--- src/rtl/mem_slice.sv ---
// rtl/mem_slice.sv - MEM pipeline stage: data-memory req/ack access, flag register, registered writeback.
// Optional EX forwarding outputs are built when MEM_FWD_EN is defined.
module mem_slice #(
   parameter int DW = 16,
   parameter int AW = 16,
   parameter int RW = 4
) (
   input  logic          clk,
   input  logic          rst,
   input  logic          in_valid,
   output logic          in_ready,
   input  logic          WB_in,
   input  logic [2:0]    M_in,
   input  logic [DW-1:0] result,
   input  logic [DW-1:0] store_data,
   input  logic [RW-1:0] rd,
   input  logic [2:0]    flags_in,
   output logic          mem_req,
   output logic          mem_we,
   output logic [AW-1:0] mem_addr,
   output logic [DW-1:0] mem_wdata,
   input  logic          mem_ack,
   input  logic [DW-1:0] mem_rdata,
   output logic [2:0]    flags,
   output logic          wb_valid,
   output logic          wb_we,
   output logic [RW-1:0] wb_rd,
`ifdef MEM_FWD_EN
   output logic          fwd_valid,
   output logic [RW-1:0] fwd_rd,
   output logic [DW-1:0] fwd_data,
   output logic          fwd_pending,
`endif
   output logic [DW-1:0] wb_data
);

   typedef enum logic {IDLE, ACCESS} state_t;

   state_t        state_q, state_d;
   logic          mem_req_q, mem_req_d;
   logic          mem_we_q, mem_we_d;
   logic [AW-1:0] mem_addr_q, mem_addr_d;
   logic [DW-1:0] mem_wdata_q, mem_wdata_d;
   logic [2:0]    flags_q, flags_d;
   logic          wb_valid_q, wb_valid_d;
   logic          wb_we_q, wb_we_d;
   logic [RW-1:0] wb_rd_q, wb_rd_d;
   logic [DW-1:0] wb_data_q, wb_data_d;
   // Writeback fields of the outstanding memory op, applied at retire.
   logic          pend_we_q, pend_we_d;
   logic [RW-1:0] pend_rd_q, pend_rd_d;

   logic          reg_we_c;

   always_comb begin
      state_d     = state_q;
      mem_req_d   = mem_req_q;
      mem_we_d    = mem_we_q;
      mem_addr_d  = mem_addr_q;
      mem_wdata_d = mem_wdata_q;
      flags_d     = flags_q;
      wb_valid_d  = 1'b0;
      wb_we_d     = wb_we_q;
      wb_rd_d     = wb_rd_q;
      wb_data_d   = wb_data_q;
      pend_we_d   = pend_we_q;
      pend_rd_d   = pend_rd_q;
      reg_we_c    = WB_in && !M_in[1] && (rd != '0);

      case (state_q)
         IDLE: begin
            if (in_valid) begin
               if (M_in[0]) flags_d = flags_in;
               if (M_in[2] || M_in[1]) begin
                  state_d     = ACCESS;
                  mem_req_d   = 1'b1;
                  mem_we_d    = M_in[1];
                  mem_addr_d  = result[AW-1:0];
                  mem_wdata_d = store_data;
                  pend_we_d   = reg_we_c;
                  pend_rd_d   = rd;
               end else begin
                  wb_valid_d = 1'b1;
                  wb_we_d    = reg_we_c;
                  wb_rd_d    = rd;
                  wb_data_d  = result;
               end
            end
         end
         ACCESS: begin
            if (mem_ack) begin
               state_d    = IDLE;
               mem_req_d  = 1'b0;
               wb_valid_d = 1'b1;
               wb_we_d    = pend_we_q;
               wb_rd_d    = pend_rd_q;
               // Stores retire the access address; loads retire the read data.
               wb_data_d  = mem_we_q ? DW'(mem_addr_q) : mem_rdata;
            end
         end
         default: state_d = IDLE;
      endcase
   end

   always_ff @(posedge clk or posedge rst) begin
      if (rst) begin
         state_q     <= IDLE;
         mem_req_q   <= 1'b0;
         mem_we_q    <= 1'b0;
         mem_addr_q  <= '0;
         mem_wdata_q <= '0;
         flags_q     <= '0;
         wb_valid_q  <= 1'b0;
         wb_we_q     <= 1'b0;
         wb_rd_q     <= '0;
         wb_data_q   <= '0;
         pend_we_q   <= 1'b0;
         pend_rd_q   <= '0;
      end else begin
         state_q     <= state_d;
         mem_req_q   <= mem_req_d;
         mem_we_q    <= mem_we_d;
         mem_addr_q  <= mem_addr_d;
         mem_wdata_q <= mem_wdata_d;
         flags_q     <= flags_d;
         wb_valid_q  <= wb_valid_d;
         wb_we_q     <= wb_we_d;
         wb_rd_q     <= wb_rd_d;
         wb_data_q   <= wb_data_d;
         pend_we_q   <= pend_we_d;
         pend_rd_q   <= pend_rd_d;
      end
   end

   assign in_ready  = (state_q == IDLE);
   assign mem_req   = mem_req_q;
   assign mem_we    = mem_we_q;
   assign mem_addr  = mem_addr_q;
   assign mem_wdata = mem_wdata_q;
   assign flags     = flags_q;
   assign wb_valid  = wb_valid_q;
   assign wb_we     = wb_we_q;
   assign wb_rd     = wb_rd_q;
   assign wb_data   = wb_data_q;

`ifdef MEM_FWD_EN
   assign fwd_valid   = wb_valid_q && wb_we_q;
   assign fwd_rd      = wb_rd_q;
   assign fwd_data    = wb_data_q;
   // A load still in flight cannot forward yet; EX must interlock on its rd.
   assign fwd_pending = (state_q == ACCESS) && !mem_we_q && pend_we_q;
`endif

endmodule

--- config.mk ---
export PLATFORM = sky130hd
export DESIGN_NAME = mem_slice
export DESIGN_NICKNAME = d
export VERILOG_FILES = /design/src/rtl/mem_slice.sv
export SDC_FILE = /design/constraint.sdc
export NUM_CORES = 1
export LEC_CHECK = 0
export CORE_MARGIN = 2
export CORE_UTILIZATION = 38
export DETAILED_ROUTE_END_ITERATION = 10
export PLACE_DENSITY = 0.76
export SYNTH_ARGS = -nofsm -noshare
export SYNTH_HDL_FRONTEND = slang
export SYNTH_SLANG_ARGS = --single-unit
--- constraint.sdc ---
create_clock -name clk -period 1.9 [get_ports clk]
set_clock_uncertainty 0.1 [all_clocks]
set_input_delay 0.285 -clock clk [delete_from_list [all_inputs] [get_ports clk]]
set_output_delay 0.285 -clock clk [all_outputs]
set_load 0.005 [all_outputs]
Yosys cells after proc, flatten, opt, wreduce, memory -nomap -nowiden --
Cells that the tools add are included.
Storage, ports and cells: output and inout bits 60, bits of input ports 63, bits in registers 65, logic and storage cells 51
Operators by class: eq/ne operators 4, reduce and logical (&&, ||, !) cells 9, bitwise gates (word level) 1, mux-type cells 25
Operators by type and width (count):
- 16-bit 2-to-1 mux | 4
- 16-bit one-hot mux with 2 select lines | 1
- 1-bit 2-to-1 mux | 12
- 4-bit 2-to-1 mux | 3
- 3-bit AND reduction | 4
- 1-bit one-hot mux with 2 select lines | 4
- 4-bit one-hot mux with 2 select lines | 1
- 2-bit != test (second input constant) | 3
- 4-bit nonzero test | 1
- 1-bit logical AND | 2
- 2-bit by 1-bit != test with 1-bit output (second input constant) | 1
- 1-bit zero test | 1
- 1-bit logical OR | 1
- 1-bit inverter | 1

Longest topological paths before layout --
Gate-level depths: netlist of the first run.
depth in word-level cells 6, gate-level depth with buffers 6, gate-level depth less buffers 3

Worst setup path before layout of the first run --
Ideal clock, no wire load.
kind flip-flop to flip-flop, from register state_q, to register mem_addr_q[10], in the netlist mem_addr[10], setup time 125 ps, required time 1675 ps, stages on the path, launching flop included 7, setup slack 331 ps, path buffers 3, arrival 1344 ps, period minus slack after synthesis 1569 ps, cells stage by stage dfrtp_1 buf_6 nor2b_4 and2b_4 buf_6 buf_8 mux2_4
Between the ends: word-level cells in the longest chain between the ends 2
RTL lines:
- start: declaration | RTL line 39 | state_t state_q, state_d;
- start signal: assignment | RTL line 120 | state_q <= state_d;
- 1-bit inverter (no line)
- 3-bit AND reduction (no line)
- end signal: assignment | RTL line 123 | mem_addr_q <= mem_addr_d;
- end: declaration | RTL line 42 | logic [AW-1:0] mem_addr_q, mem_addr_d;
No other way between the ends. A chain may end at the register's enable or synchronous reset.

Worst setup path after layout of the first run --
from register mem_we_q, in the netlist mem_we, to output mem_we
RTL lines:
- start: declaration | RTL line 41 | logic mem_we_q, mem_we_d;
- start signal: assignment | RTL line 122 | mem_we_q <= mem_we_d;
- end: declaration | RTL line 19 | output logic mem_we,
No word-level cell between the ends.

==> results of run 1 <==
power breakdown:
group / internal, mW / switching [mW]
Combinational: 1.29 / 0.551
Clock: 0.811 / 0.506
Sequential: 1.79 / 0.260
Total: 3.90 / 1.32
metrics by stage:
step | utilization (%) | total power [mW] | hold slack, ns | worst slack (ns)
3_3_place_gp | 59.5 | 3.89 | 0.364 | -0.0787
3_5_place_dp | 59.5 | 3.95 | 0.383 | -0.0218
4_1_cts | 62.7 | 5.31 | 0.252 | 0.112
2_1_floorplan | - | 2.79 | 0.270 | 0.331
5_1_grt | 62.7 | 5.55 | 0.273 | 0.0802
6_report | 62.7 | 5.21 | 0.256 | 0.130
per-layer routing:
| metal | GRT usage, % | vias to the layer above |
|---|---|---|
| li1 | - | 1011 |
| met4 | 3.79 | 0 |
| met5 | 0 | - |
| met3 | 6.89 | 5 |
| met1 | 22.9 | 1043 |
| met2 | 27.8 | 82 |
cell usage after synthesis, drive strengths merged (2+ instances only):
cell and count:
dfrtp 65, mux2 65, nor2 17, a21oi 16, mux2i 16, buf 11, nand2 4, inv 3
a22o 2, clkbuf 2
area by class of cell:
cell class	instances	area share, %
flip-flops and latches	65	35.4
repair buffers	140	31.4
multi-input cells	127	25.2
clock buffers	12	3.37
well taps	99	2.69
clock inverters	4	1.63
inverters	3	0.326
final timing paths:
check / endpoint / slack, ns / depth (start not counted) / from
worst max-delay path: mem_we / 0.13 / 1 / mem_we
worst min-delay path: pend_we_q / 0.26 / 3 / rst
worst max register to register: mem_addr[2] / 0.22 / 5 / state_q
worst min register to register: mem_req / 0.39 / 1 / mem_req
max in group asynchronous: wb_data[2] / 1.16 / 3 / rst
min in group clk: mem_req / 0.39 / 1 / mem_req
registers in the layout, indices dropped and copies added (netlist names):
name       count
mem_wdata     16
wb_we          1
wb_valid       1
pend_rd_q      4
flags          3
mem_addr      16
state_q        1
wb_data       16
mem_we         1
wb_rd          4
mem_req        1
pend_we_q      1
kinds of logic (layout without fill, tap and decap cells):
group / after synthesis / after routing / synth area share [%]
mux: 81 / 81 / 31.8
flops: 65 / 65 / 56.1
simple gates: 25 / 25 / 3.92
compound gates: 21 / 21 / 4.23
buf+inv: 16 / 159 / 4.01
repair_timing:
action	4_1_cts	5_1_grt
endpoints found under the setup margin	2	0
resized for setup	3	0
setup buffers	1	0
==> results.md, run 1 <==
- Most frequent cells in the layout: 121 x clkdlybuf4s50_1, 63 x dfrtp_1, 56 x mux2_2, 17 x nor2_1
- Max-slew violations: 0
- Post-synthesis cell area: around 2900 sq um
- Setup TNS: 0 ns
- Largest net degree at the start of global routing: 43
- Crit path max fanout: 7
- Worst Tran Pin Value: slightly below 0.5 ns
- M1 WL: 2.98 mm
- Area Growth Syn to Fin: 58.5%
- Initial antenna violation count: 0
- Worst setup EP type: output port
- Slowest stage cell, crit path: clkdlybuf4s50_1
- Post-Route WL: 6.83 mm
- WL met3: roughly 450 um
- WL per Instance: roughly 15 um
- Worst path cell trace: clkdlybuf4s50_1
- Routability congestion estimate: ~0.72
- Area leader, netlist: dfrtp_1
- Congestion Overflow GR: 0
- Most used flip-flop cell after synthesis: dfrtp_1
- Clk buf depth: 2
- Placed insts: about 430
- Routed vias/inst: 4.76
- Status: finished clean
- Worst-Skew Late Latency: approximately 0.33 ns
- CP startpoint kind: register
- Synthesized Nets: 271
- CTS H-tree depth: 3
- Total track usage: between 10% and 20%
- Sequential share of the synthesized area: between 50% and 60%
- WP data required: 1.51 ns
- Core Box Area: ~7300 sq um
- Die H: slightly above 90 um
- Nets@finish: around 400
- DRC: 0
- Min-Delay Path Class: input port to async pin
- Post-synthesis register bit count: 65
- Cell area after placement: ~4400 sq um
- Initial core utilization: between 30% and 40%
- Worst path arrival time: 1.39 ns
- CTS buffer count: 9
- Worst path max stage delay: 0.55 ns
- Ant diodes: 0
- FP Rows: 31
- DRT antenna net count: 0
- # setup viols final: 0
- Initial DRC Count: 52
- Final Hold Viols: 0
- Fmax: ~560 MHz
- Initial DRT Pass Iterations: 4
- Max Used Layer: met4
- Post-synth EDFFs: 0
- RSZ-0062 raised after global routing: no
- Root buf cell: clkbuf_8
- Filler cells: ~570
- Largest cells by area after synthesis: dfrtp_1 56%, mux2_2 22%, mux2i_1 5.5%
- Vias in the first global route: around 2,300
- TritonCTS clock tree: yes
- Top cell type's share of synthesized area: 56.1%
- Delay-heaviest family, CP: buffers and inverters
- Dpl hpwl: approximately 5.1 mm
- Final instance area: ~4600 sq um
- Final period utilization: between 90% and 100%
- Multi-input logic area: between 1000 and 1500 sq um
- Ys Warns: 0
- Synth cell types: 23
- Buffers and inverters on the worst path: 1
- Die area: between 8000 and 9000 sq um
- Peak supply drop: approximately 0.52 mV
- Commonest non-fill, non-tap cell in the layout: clkdlybuf4s50_1
- Via count: 2,141
- Relative max-transition margin: 67.4%
- Non-Filler Instances: 450
- CTS sink count: 65
- Clock slew seen by the registers of the worst setup and hold paths: ~0.070 ns
- Met2 WL: around 3.3 mm
- IO buf count: around 120
- Max-capacitance violation count: 0
- Lkg Pwr: 1.94 nW
- Layout cell share with drive strength beyond 1: approximately 30%
- CTS Hold Bufs: 0
- Worst setup path class: register to output port
- Mapped Cells: ~210
- Ys async rst share: 100%
- Register Area: ~1600 sq um
- Power per cell area: 1130 nW/um^2
- Syn Area/Cell: 13.9 sq um
- IO Count: roughly 120
- Global-route wire length before repair: 11.4 mm
- Die width: slightly above 90 um
- Post-layout min period: 1.77 ns
(Power assumes the default switching activity.)
==> run 2: changes to the inputs <==
Settings changed: CORE_UTILIZATION 38 to 42, PLACE_DENSITY 0.76 to 0.79.
Clock period 1.9 ns to 1.8 ns, I/O delays scaled along.
==> run 2 against run 1 <==
  * Count of clock-buffer cells in the layout down 2
  * Non-clock buffer count down 2
  * Sequential power up 5%
  * Clock power down 7%
  * Critical path type unchanged
  * Critical endpoint unchanged
  * Largest cell class unchanged
==> results.md, run 2 (synthesized netlist as in run 1, its figures left out) <==
- Layout cell share with drive strength beyond 1: 29.2% (-0.12 points)
- Clock slew seen by the registers of the worst setup and hold paths: 0.07 ns (about the same)
- TritonCTS clock tree: yes
- Max-slew violations: 0 (unchanged)
- Total track usage: 17.8% (+0.25 points)
- Die H: 87.1 um (-4.7%)
- Register Area: 1630 sq um (unchanged)
- IO Count: 123 (unchanged)
- Commonest non-fill, non-tap cell in the layout: clkdlybuf4s50_1
- Max-capacitance violation count: 0 (unchanged)
- DP Worst Slack: -0.0764 ns (-0.0546 ns)
- Buffers and inverters on the worst path: 1 (unchanged)
- CTS Hold Bufs: 0 (unchanged)
- DRT antenna net count: 0 (unchanged)
- Setup TNS: 0 ns (unchanged)
- Register-to-register setup slack: 0.13 ns (-0.09 ns)
- RSZ-0062 raised after global routing: no
- Fmax: ~590 MHz
- Most frequent cells in the layout: 121 x clkdlybuf4s50_1, 63 x dfrtp_1, 56 x mux2_2, 17 x nor2_1
- Vias in the first global route: 2,160 (-5.8%)
- Placed insts: 412 (-4.8%)
- Worst path arrival time: 1.33 ns (-0.06 ns)
- Peak supply drop: 0.641 mV (+24%)
- Crit path max fanout: 8 (+1)
- Initial DRC Count: 82 (+58%)
- Min-Delay Path Class: input port to async pin
- Routability congestion estimate: 0.749 (+4.3%)
- CTS buffer count: 9 (unchanged)
- CP startpoint kind: register
- Core Box Area: 6760 sq um (-7.8%)
- Worst path max stage delay: 0.54 ns (about the same)
- Multi-input logic area: 1160 sq um (unchanged)
- IO buf count: 122 (unchanged)
- Largest net degree at the start of global routing: 66 (+53%)
- Global-route wire length before repair: 10.4 mm (-9.2%)
- WL per Instance: 15.2 um (-0.11%)
- Worst Tran Pin Value: 0.402 ns (-0.0823 ns)
- Final period utilization: 94.7%
- FP Rows: 30 (-3.2%)
- Slowest stage cell, crit path: clkdlybuf4s50_1
- Area Growth Syn to Fin: 55.9%
- Nets@finish: 407 (-0.49%)
- Final instance area: 4520 sq um (-1.7%)
- Post-layout min period: roughly 1.7 ns
- Status: finished clean
- Non-Filler Instances: 429 (-4.7%)
- Delay-heaviest family, CP: buffers and inverters
- WP data required: 1.43 ns (-0.08 ns)
- Final WS setup: 0.0957 ns (-0.0339 ns)
- Power per cell area: 1180 nW/um^2 (+3.7%)
- CTS sink count: 65 (unchanged)
- Root buf cell: clkbuf_8
- Final Hold Viols: 0 (unchanged)
- Post-Route WL: 6.50 mm (-4.8%)
- Worst setup path class: register to output port
- Worst setup EP type: output port
- # setup viols final: 0 (unchanged)
- DRC: 0 (unchanged)
- Relative max-transition margin: 73.0% (+5.5 points)
- Via count: 2,121 (-0.93%)
- Die area: 7590 sq um (-9.1%)
- Ant diodes: 0 (unchanged)
- Congestion Overflow GR: 0 (unchanged)
- Initial antenna violation count: 0 (unchanged)
- Worst path cell trace: clkdlybuf4s50_1
- Cell area after placement: 4310 sq um (-1.2%)
- Total power draw: 5.32 mW (+2.0%)
- Initial DRT Pass Iterations: 4 (unchanged)
- Worst-Skew Late Latency: 0.33 ns (about the same)
- Routed vias/inst: 4.94 (+3.9%)
- Clk buf depth: 2 (unchanged)
- Lkg Pwr: 1.91 nW (-1.3%)
- Initial core utilization: 42.9% (+3.4 points)
- Dpl hpwl: 4.76 mm (-6.4%)
- Die width: 87.1 um (-4.7%)
- Filler cells: 507 (-11%)
- CTS H-tree depth: 3 (unchanged)
## run 2: cell types whose count changed in the layout (fill, tap and decap cells not counted)
cell | previous run | this run
clkinv_2 | 0 | 1
clkbuf_1 | 1 | 0
buf_4 | 11 | 10
buf_12 | 7 | 6
clkbuf_8 | 11 | 10
clkinv_4 | 0 | 2
bufinv_16 | 2 | 1
## run 2: layout make-up
class	count	share of cell area (%)
flip-flops and latches	65	36.0
repair buffers	138	31.3
clock inverters	6	1.49
clock buffers	10	3.04
inverters	3	0.332
multi-input cells	127	25.6
well taps	80	2.21
## run 2: worst paths after layout
check | startpoint | end | depth (start not counted)
min in group clk | wb_data[12] | wb_data[12] | 1
hold / removal | rst | mem_wdata[15] | 3
hold reg to reg | wb_data[12] | wb_data[12] | 1
setup reg to reg | state_q | mem_wdata[6] | 5
setup / recovery | mem_we | mem_we | 1
max in group asynchronous | rst | mem_we | 3
## run 2: where the power goes
group | total [mW] | leakage (nW) | switching (mW) | internal (mW)
Clock | 1.23 | 0.0985 | 0.554 | 0.679
Combinational | 1.94 | 1.06 | 0.582 | 1.35
Sequential | 2.15 | 0.758 | 0.256 | 1.89
## run 2: routing by layer
layer	part of all wire [%]	up-vias	GRT usage, %
met1	42	1042	21.9
met2	51	67	29.6
met4	0.63	0	6.15
met3	6.4	4	5.88
met5	0	-	0
li1	-	1008	-
## run 2: what timing repair did
item / 4_1_cts / 5_1_grt
gates resized for setup: 3 / 0
endpoints found under the setup margin: 2 / 0
buffers inserted: 1 / 0
## run 2: through the flow
stage	hold WS, ns	utilization [%]
2_1_floorplan	0.255	-
3_3_place_gp	0.363	63.8
3_5_place_dp	0.375	63.8
4_1_cts	0.288	66.9
5_1_grt	0.290	66.9
6_report	0.277	66.9
